[src/rtl/apb_fsm_controller.sv]
// AHB-to-APB bridge control FSM: sequences APB setup/enable phases from qualified AHB transfers.
// Optional macro APB_PREADY_EN adds a Pready input that stretches ENABLE states.
module apb_fsm_controller (
    input  logic        Hclk,
    input  logic        Hresetn,
    input  logic        valid,
    input  logic        Hwrite,
    input  logic        Hwritereg,
    input  logic [31:0] Haddr,
    input  logic [31:0] Haddr1,
    input  logic [31:0] Haddr2,
    input  logic [31:0] Hwdata,
    input  logic [31:0] Hwdata1,
    input  logic [2:0]  tempselx,
`ifdef APB_PREADY_EN
    input  logic        Pready,
`endif
    output logic [2:0]  Pselx,
    output logic        Penable,
    output logic        Pwrite,
    output logic [31:0] Paddr,
    output logic [31:0] Pwdata,
    output logic        Hreadyout
);

    localparam logic [2:0] ST_IDLE     = 3'd0;
    localparam logic [2:0] ST_WWAIT    = 3'd1;
    localparam logic [2:0] ST_READ     = 3'd2;
    localparam logic [2:0] ST_WRITE    = 3'd3;
    localparam logic [2:0] ST_WRITEP   = 3'd4;
    localparam logic [2:0] ST_RENABLE  = 3'd5;
    localparam logic [2:0] ST_WENABLE  = 3'd6;
    localparam logic [2:0] ST_WENABLEP = 3'd7;

    logic [2:0]  state_q, state_d;
    logic [2:0]  sel1_q, sel2_q;
    logic [2:0]  pselx_q, pselx_d;
    logic        penable_q, penable_d;
    logic        pwrite_q, pwrite_d;
    logic [31:0] paddr_q, paddr_d;
    logic [31:0] pwdata_q, pwdata_d;
    logic        hreadyout_q, hreadyout_d;
    logic        stall;

`ifdef APB_PREADY_EN
    assign stall = ~Pready;
`else
    assign stall = 1'b0;
`endif

    always_comb begin
        state_d = state_q;
        case (state_q)
            ST_IDLE: begin
                if (valid && Hwrite)       state_d = ST_WWAIT;
                else if (valid && !Hwrite) state_d = ST_READ;
                else                       state_d = ST_IDLE;
            end
            ST_WWAIT:  state_d = valid ? ST_WRITEP : ST_WRITE;
            ST_READ:   state_d = ST_RENABLE;
            ST_WRITEP: state_d = ST_WENABLEP;
            ST_WRITE:  state_d = valid ? ST_WENABLEP : ST_WENABLE;
            ST_RENABLE, ST_WENABLE: begin
                if (stall)                 state_d = state_q;
                else if (valid && !Hwrite) state_d = ST_READ;
                else if (valid && Hwrite)  state_d = ST_WWAIT;
                else                       state_d = ST_IDLE;
            end
            ST_WENABLEP: begin
                if (stall)                   state_d = state_q;
                else if (!Hwritereg)         state_d = ST_READ;
                else if (valid)              state_d = ST_WRITEP;
                else                         state_d = ST_WRITE;
            end
            default: state_d = ST_IDLE;
        endcase
    end

    // Outputs are decided by the state being entered (and, for writes, where it came from).
    always_comb begin
        pselx_d     = pselx_q;
        penable_d   = penable_q;
        pwrite_d    = pwrite_q;
        paddr_d     = paddr_q;
        pwdata_d    = pwdata_q;
        hreadyout_d = hreadyout_q;
        case (state_d)
            ST_IDLE, ST_WWAIT: begin
                pselx_d     = 3'b000;
                penable_d   = 1'b0;
                hreadyout_d = 1'b1;
            end
            ST_READ: begin
                paddr_d     = Haddr;
                pselx_d     = tempselx;
                pwrite_d    = 1'b0;
                penable_d   = 1'b0;
                hreadyout_d = 1'b0;
            end
            ST_WRITE, ST_WRITEP: begin
                if (state_q == ST_WENABLEP) begin
                    paddr_d  = Haddr2;
                    pwdata_d = Hwdata1;
                    pselx_d  = sel2_q;
                end else begin
                    paddr_d  = Haddr1;
                    pwdata_d = Hwdata;
                    pselx_d  = sel1_q;
                end
                pwrite_d    = 1'b1;
                penable_d   = 1'b0;
                hreadyout_d = 1'b0;
            end
            default: begin
                // ENABLE states: a self-loop only happens while the slave is stalling.
                penable_d   = 1'b1;
                hreadyout_d = (state_d != state_q);
            end
        endcase
    end

    always_ff @(posedge Hclk or negedge Hresetn) begin
        if (!Hresetn) begin
            state_q     <= ST_IDLE;
            sel1_q      <= 3'b000;
            sel2_q      <= 3'b000;
            pselx_q     <= 3'b000;
            penable_q   <= 1'b0;
            pwrite_q    <= 1'b0;
            paddr_q     <= 32'h0;
            pwdata_q    <= 32'h0;
            hreadyout_q <= 1'b1;
        end else begin
            state_q     <= state_d;
            sel1_q      <= tempselx;
            sel2_q      <= sel1_q;
            pselx_q     <= pselx_d;
            penable_q   <= penable_d;
            pwrite_q    <= pwrite_d;
            paddr_q     <= paddr_d;
            pwdata_q    <= pwdata_d;
            hreadyout_q <= hreadyout_d;
        end
    end

    assign Pselx     = pselx_q;
    assign Penable   = penable_q;
    assign Pwrite    = pwrite_q;
    assign Paddr     = paddr_q;
    assign Pwdata    = pwdata_q;
    assign Hreadyout = hreadyout_q;

endmodule

[config.mk]
export PLATFORM = sky130hd
export DESIGN_NAME = apb_fsm_controller
export DESIGN_NICKNAME = d
export VERILOG_FILES = /design/src/rtl/apb_fsm_controller.sv
export SDC_FILE = /design/constraint.sdc
export NUM_CORES = 1
export LEC_CHECK = 0
export CAP_MARGIN = 20
export CORE_AREA = 4 4 133 84
export CTS_BUF_LIST = sky130_fd_sc_hd__clkbuf_2 sky130_fd_sc_hd__clkbuf_4 sky130_fd_sc_hd__clkbuf_8
export CTS_CLUSTER_SIZE = 30
export DETAILED_ROUTE_END_ITERATION = 16
export DIE_AREA = 0 0 137 88
export PLACE_DENSITY = 0.86
export SYNTH_ARGS = -nofsm -noshare
export SYNTH_HDL_FRONTEND = slang
export SYNTH_SLANG_ARGS = --single-unit
[constraint.sdc]
create_clock -name Hclk -period 3.7 [get_ports Hclk]
set_input_delay 0.74 -clock Hclk [delete_from_list [all_inputs] [get_ports Hclk]]
set_output_delay 0.74 -clock Hclk [all_outputs]
set_load 0.01 [all_outputs]
==> flow_summary.html <==
<table>
<tr><th>Metric</th><th>Value</th></tr>
<tr><th colspan="2">Status</th></tr>
<tr><td>Run status</td><td>complete, no violations</td></tr>
<tr><th colspan="2">Setup path</th></tr>
<tr><td>Critical Path AT</td><td>2.72 ns</td></tr>
<tr><td>Slowest cell delay on critical path</td><td>0.53 ns</td></tr>
<tr><td>Critical Path Start Type</td><td>input port</td></tr>
<tr><td>Required time of the critical path</td><td>3.94 ns</td></tr>
<tr><td>Cells traversed along the worst timing path</td><td>clkdlybuf4s50_1 -&gt; nor2b_1 -&gt; a21oi_1 -&gt; nor2_4 -&gt; buf_4 -&gt; mux2_2</td></tr>
<tr><td>First element of the critical path</td><td>valid</td></tr>
<tr><td>Highest net fanout along the worst path</td><td>33</td></tr>
<tr><td>Master of the slowest instance on the critical path</td><td>sky130_fd_sc_hd__clkdlybuf4s50_1</td></tr>
<tr><td>Cell count of the worst reg-to-reg path</td><td>5</td></tr>
<tr><td>Crit end category</td><td>flip-flop</td></tr>
<tr><td>Category of the most critical setup path</td><td>in2reg</td></tr>
<tr><td>Register-to-Register Setup Slack</td><td>1.32 ns</td></tr>
<tr><td>R2R Path Start</td><td>state_q[0]</td></tr>
<tr><td>Endpoint of the worst-slack reg-to-reg timing path</td><td>Paddr[5]</td></tr>
<tr><td>Critical path capture point</td><td>Paddr[5]</td></tr>
<tr><th colspan="2">Timing</th></tr>
<tr><td>Count of final hold-check violations</td><td>0</td></tr>
<tr><td>Setup violators final</td><td>0</td></tr>
<tr><td>Clock Skew</td><td>0.00925 ns</td></tr>
<tr><td>Total Neg Setup Slack</td><td>0 ns</td></tr>
<tr><td>Share of the cycle needed by the critical path after routing</td><td>0.671</td></tr>
<tr><td>Slew of the pin with the lowest slew margin</td><td>0.817 ns</td></tr>
<tr><td>Max transition margin</td><td>0.455</td></tr>
<tr><td>RSZ-0062 raised after global routing</td><td>no</td></tr>
<tr><td>Number of pins with negative max-slew slack in the final report</td><td>0</td></tr>
<tr><td>Max Clock Freq</td><td>0.403 GHz</td></tr>
<tr><td>Final critical delay including setup and external delays</td><td>2.48 ns</td></tr>
<tr><th colspan="2">Logic synthesis</th></tr>
<tr><td>Top flip-flop cell by instance count after synthesis</td><td>sky130_fd_sc_hd__dfrtp_1</td></tr>
<tr><td>Number of flops mapped to enable cells by yosys</td><td>0</td></tr>
<tr><td>Fraction of synthesized cell area taken by the top area cell type</td><td>0.477</td></tr>
<tr><td>Top cell type by total area after synthesis</td><td>sky130_fd_sc_hd__dfrtp_1</td></tr>
<tr><td>Biggest area contributors in the synthesized netlist</td><td>sky130_fd_sc_hd__dfrtp_1, sky130_fd_sc_hd__mux2_4, sky130_fd_sc_hd__mux2i_1</td></tr>
<tr><td>Post-synth design cell area</td><td>4090 um2</td></tr>
<tr><td>Syn Inst Count</td><td>352</td></tr>
<tr><td>Yosys reg bits</td><td>79</td></tr>
<tr><td>Syn Nets</td><td>520</td></tr>
<tr><td>Synth cell types</td><td>40</td></tr>
<tr><td>Mean post-synth cell area</td><td>11.6 um2</td></tr>
<tr><td>Fraction of the yosys area taken by sequential cells</td><td>0.483</td></tr>
<tr><td>Synth async-reset ratio</td><td>1.00</td></tr>
<tr><td>Count of warnings emitted by yosys</td><td>0</td></tr>
<tr><th colspan="2">Drt</th></tr>
<tr><td>Starting DRT DRC Count</td><td>135</td></tr>
<tr><td># DRC</td><td>0</td></tr>
<tr><td>Vias after detailed routing</td><td>3,667</td></tr>
<tr><td>Wire length per cell</td><td>17.8 um</td></tr>
<tr><td>Vias/cell</td><td>5.12</td></tr>
<tr><td>WL final</td><td>12.7 mm</td></tr>
<tr><td>First-pass DRT Iterations</td><td>4</td></tr>
<tr><td>Remaining antenna violation count after routing</td><td>0</td></tr>
<tr><th colspan="2">Placed design</th></tr>
<tr><td>Dpl cell area</td><td>6520 um2</td></tr>
<tr><td>Count of input and output buffers</td><td>237</td></tr>
<tr><td>Detailed placer's ending HPWL</td><td>9.62 mm</td></tr>
<tr><td>Final weighted congestion in routability-driven placement</td><td>0.807</td></tr>
<tr><th colspan="2">Layout</th></tr>
<tr><td>Fin area</td><td>6850 um2</td></tr>
<tr><td>Layout cell share with drive strength beyond 1</td><td>0.114</td></tr>
<tr><td>Filler cell count in the final layout</td><td>727</td></tr>
<tr><td>Area occupied by multi-input gates</td><td>1940 um2</td></tr>
<tr><td>Sequential Area</td><td>1980 um2</td></tr>
<tr><td>Final Net Count</td><td>744</td></tr>
<tr><td>Final core utilization</td><td>0.698</td></tr>
<tr><td>Number of inserted diodes</td><td>0</td></tr>
<tr><td>Growth of design area from synthesis to finish</td><td>67.4%</td></tr>
<tr><th colspan="2">Global route</th></tr>
<tr><td>Via count of the first global-routing pass</td><td>3,859</td></tr>
<tr><td>Overall Global Routing Usage</td><td>0.204</td></tr>
<tr><td>Antenna violations before repair</td><td>0</td></tr>
<tr><td>Global-route wire length before repair</td><td>19.3 mm</td></tr>
<tr><td>Pin count of the biggest net entering global routing</td><td>80</td></tr>
<tr><td>Final global-route overflow total</td><td>0</td></tr>
<tr><th colspan="2">Die</th></tr>
<tr><td>Number of core rows</td><td>28</td></tr>
<tr><td>Initial core utilization</td><td>0.417</td></tr>
<tr><td>Area enclosed by the die boundary</td><td>12,100 um2</td></tr>
<tr><td>Num ports</td><td>238</td></tr>
<tr><td>Die Span Y</td><td>88 um</td></tr>
<tr><td>Width of the die</td><td>137 um</td></tr>
<tr><td>Area inside the core boundary</td><td>9810 um2</td></tr>
<tr><th colspan="2">Clocking</th></tr>
<tr><td>Clock-pin slew of the registers on the worst-case setup and hold paths</td><td>0.08 ns</td></tr>
<tr><td>H-tree levels</td><td>3</td></tr>
<tr><td>Clock Sink Count</td><td>79</td></tr>
<tr><td>Post-CTS repair timing setup buffer count</td><td>0</td></tr>
<tr><td>CTS max path bufs</td><td>2</td></tr>
<tr><td>Worst skew pair latency</td><td>0.35 ns</td></tr>
<tr><td>Clock tree from TritonCTS</td><td>yes</td></tr>
<tr><td>Clock buffer count from CTS</td><td>9</td></tr>
<tr><td>Hold buffer count at cts</td><td>0</td></tr>
<tr><td>Post-CTS Resized</td><td>0</td></tr>
<tr><td>Clock root buffer master</td><td>sky130_fd_sc_hd__clkbuf_8</td></tr>
<tr><th colspan="2">Flow run</th></tr>
<tr><td># Max-Cap Violations</td><td>0</td></tr>
<tr><th colspan="2">Pwr</th></tr>
<tr><td>Power per unit of standard cell area</td><td>798 nW/um2</td></tr>
<tr><td>Static leakage</td><td>2.98 nW</td></tr>
<tr><td>Worst vdd ir</td><td>0.379 mV</td></tr>
<tr><th colspan="2">Hold path</th></tr>
<tr><td>Class of the worst hold path</td><td>in2async</td></tr>
</table>
==> layer usage <==
| metal | wire length (um) | up-vias | share of wire | GRT usage |
|---|---|---|---|---|
| li1 | - | 1783 | - | - |
| met1 | 5310 | 1727 | 0.42 | 0.250 |
| met2 | 6110 | 145 | 0.48 | 0.350 |
| met3 | 1170 | 12 | 0.092 | 0.0689 |
| met4 | 129 | 0 | 0.010 | 0.0516 |
| met5 | 0 | - | 0 | 0 |
==> worst min path at each step <==
| stage | to | slack, ns | cells past startpoint |
|---|---|---|---|
| after floorplan | sel2_q[0] | 0.35 | 0 |
| after global placement | sel2_q[1] | 0.36 | 0 |
| after detailed placement | sel2_q[0] | 0.37 | 0 |
| after CTS | sel2_q[2] | 0.39 | 0 |
| after global routing | Pwdata[26] | 0.17 | 1 |
| final | Pwdata[27] | 0.20 | 1 |
==> where the power goes <==
part	leakage, nW	switching (W)	total, W	internal [W]
logic	1.91	0.00135	0.00310	0.00175
registers	0.948	0.000300	0.00158	0.00128
clock network	0.128	0.000296	0.000786	0.000490
total	2.98	0.00195	0.00547	0.00352
==> cell usage after synthesis, types with 2 or more instances <==
cell,instances
sky130_fd_sc_hd__o21ai_1,4
sky130_fd_sc_hd__o32ai_1,32
sky130_fd_sc_hd__a221o_1,3
sky130_fd_sc_hd__nand2_1,38
sky130_fd_sc_hd__dfrtp_1,78
sky130_fd_sc_hd__a2bb2oi_1,33
sky130_fd_sc_hd__a32oi_1,3
sky130_fd_sc_hd__clkbuf_1,12
sky130_fd_sc_hd__nor2b_1,2
sky130_fd_sc_hd__buf_6,4
sky130_fd_sc_hd__inv_1,3
sky130_fd_sc_hd__nor2_1,6
sky130_fd_sc_hd__mux2i_1,32
sky130_fd_sc_hd__a21oi_1,2
sky130_fd_sc_hd__o21ai_0,31
sky130_fd_sc_hd__mux2_4,29
sky130_fd_sc_hd__buf_1,5
sky130_fd_sc_hd__buf_2,10
sky130_fd_sc_hd__buf_4,2
sky130_fd_sc_hd__mux2_2,3
==> cells by family (layout without fill, tap and decap cells) <==
group | after synthesis | after routing | share of synthesized area
AO/OA/AOI/OAI | 115 | 115 | 0.213
flip-flops | 79 | 79 | 0.483
multiplexers | 64 | 64 | 0.193
AND/OR/NAND/NOR | 55 | 55 | 0.0590
buffers and inverters | 37 | 266 | 0.0468
adder cells (fa/ha/maj) | 1 | 1 | 0.00245
XOR/XNOR | 1 | 1 | 0.00214
==> worst max-delay path: cells and delay by family <==
family | cells | cell delay, ns
simple gates | 2 | 0.42
compound gates | 1 | 0.13
buf+inv | 2 | 1.02
mux | 1 | 0.40
==> sequential cells by signal, summed over array words and instances (netlist names) <==
name       count
Hreadyout      1
Paddr         32
Penable        1
Pselx          3
Pwdata        32
Pwrite         1
sel1_q         3
sel2_q         3
state_q        3
==> per-stage QoR <==
step | hold WS, ns | worst slack, ns | instances | total power, W
after detailed placement | 0.370 | 0.848 | 697 | 0.00467
after global routing | 0.169 | 1.08 | 716 | 0.00583
after CTS | 0.386 | 1.07 | 713 | 0.00549
final | 0.199 | 1.22 | 716 | 0.00547
after floorplan | 0.354 | 1.85 | 352 | 0.00339
after global placement | 0.364 | 0.923 | 697 | 0.00457
==> layout by cell type, fill, tap and decap left out, types with 2 or more instances in the layout <==
cell                              synthesis  routed
sky130_fd_sc_hd__mux2i_1                 32      32
sky130_fd_sc_hd__o21ai_1                  4       3
sky130_fd_sc_hd__o21ai_0                 31      31
sky130_fd_sc_hd__bufinv_16                0       3
sky130_fd_sc_hd__inv_1                    3       3
sky130_fd_sc_hd__clkdlybuf4s50_1          0     236
sky130_fd_sc_hd__clkbuf_8                 0      10
sky130_fd_sc_hd__mux2_4                  29      29
sky130_fd_sc_hd__buf_16                   0       3
sky130_fd_sc_hd__a221o_1                  3       3
sky130_fd_sc_hd__nor2_1                   6       6
sky130_fd_sc_hd__a2bb2oi_1               33      33
sky130_fd_sc_hd__o21ai_4                  1       2
sky130_fd_sc_hd__clkbuf_4                 0       3
sky130_fd_sc_hd__buf_4                    2       7
sky130_fd_sc_hd__o32ai_1                 32      32
sky130_fd_sc_hd__dfrtp_1                 78      78
sky130_fd_sc_hd__nor2b_1                  2       2
sky130_fd_sc_hd__a21oi_1                  2       2
sky130_fd_sc_hd__nand2_1                 38      38
sky130_fd_sc_hd__a32oi_1                  3       3
sky130_fd_sc_hd__mux2_2                   3       3
==> final cells by class <==
type,count,area share
sequential,79,0.289
multi-input combinational,236,0.283
clock inverter,3,0.0131
inverter,4,0.00256
tap,135,0.0247
clock buffer,13,0.0234
timing repair buffer,246,0.365
No activity file was read; power rests on OpenSTA's default activity.
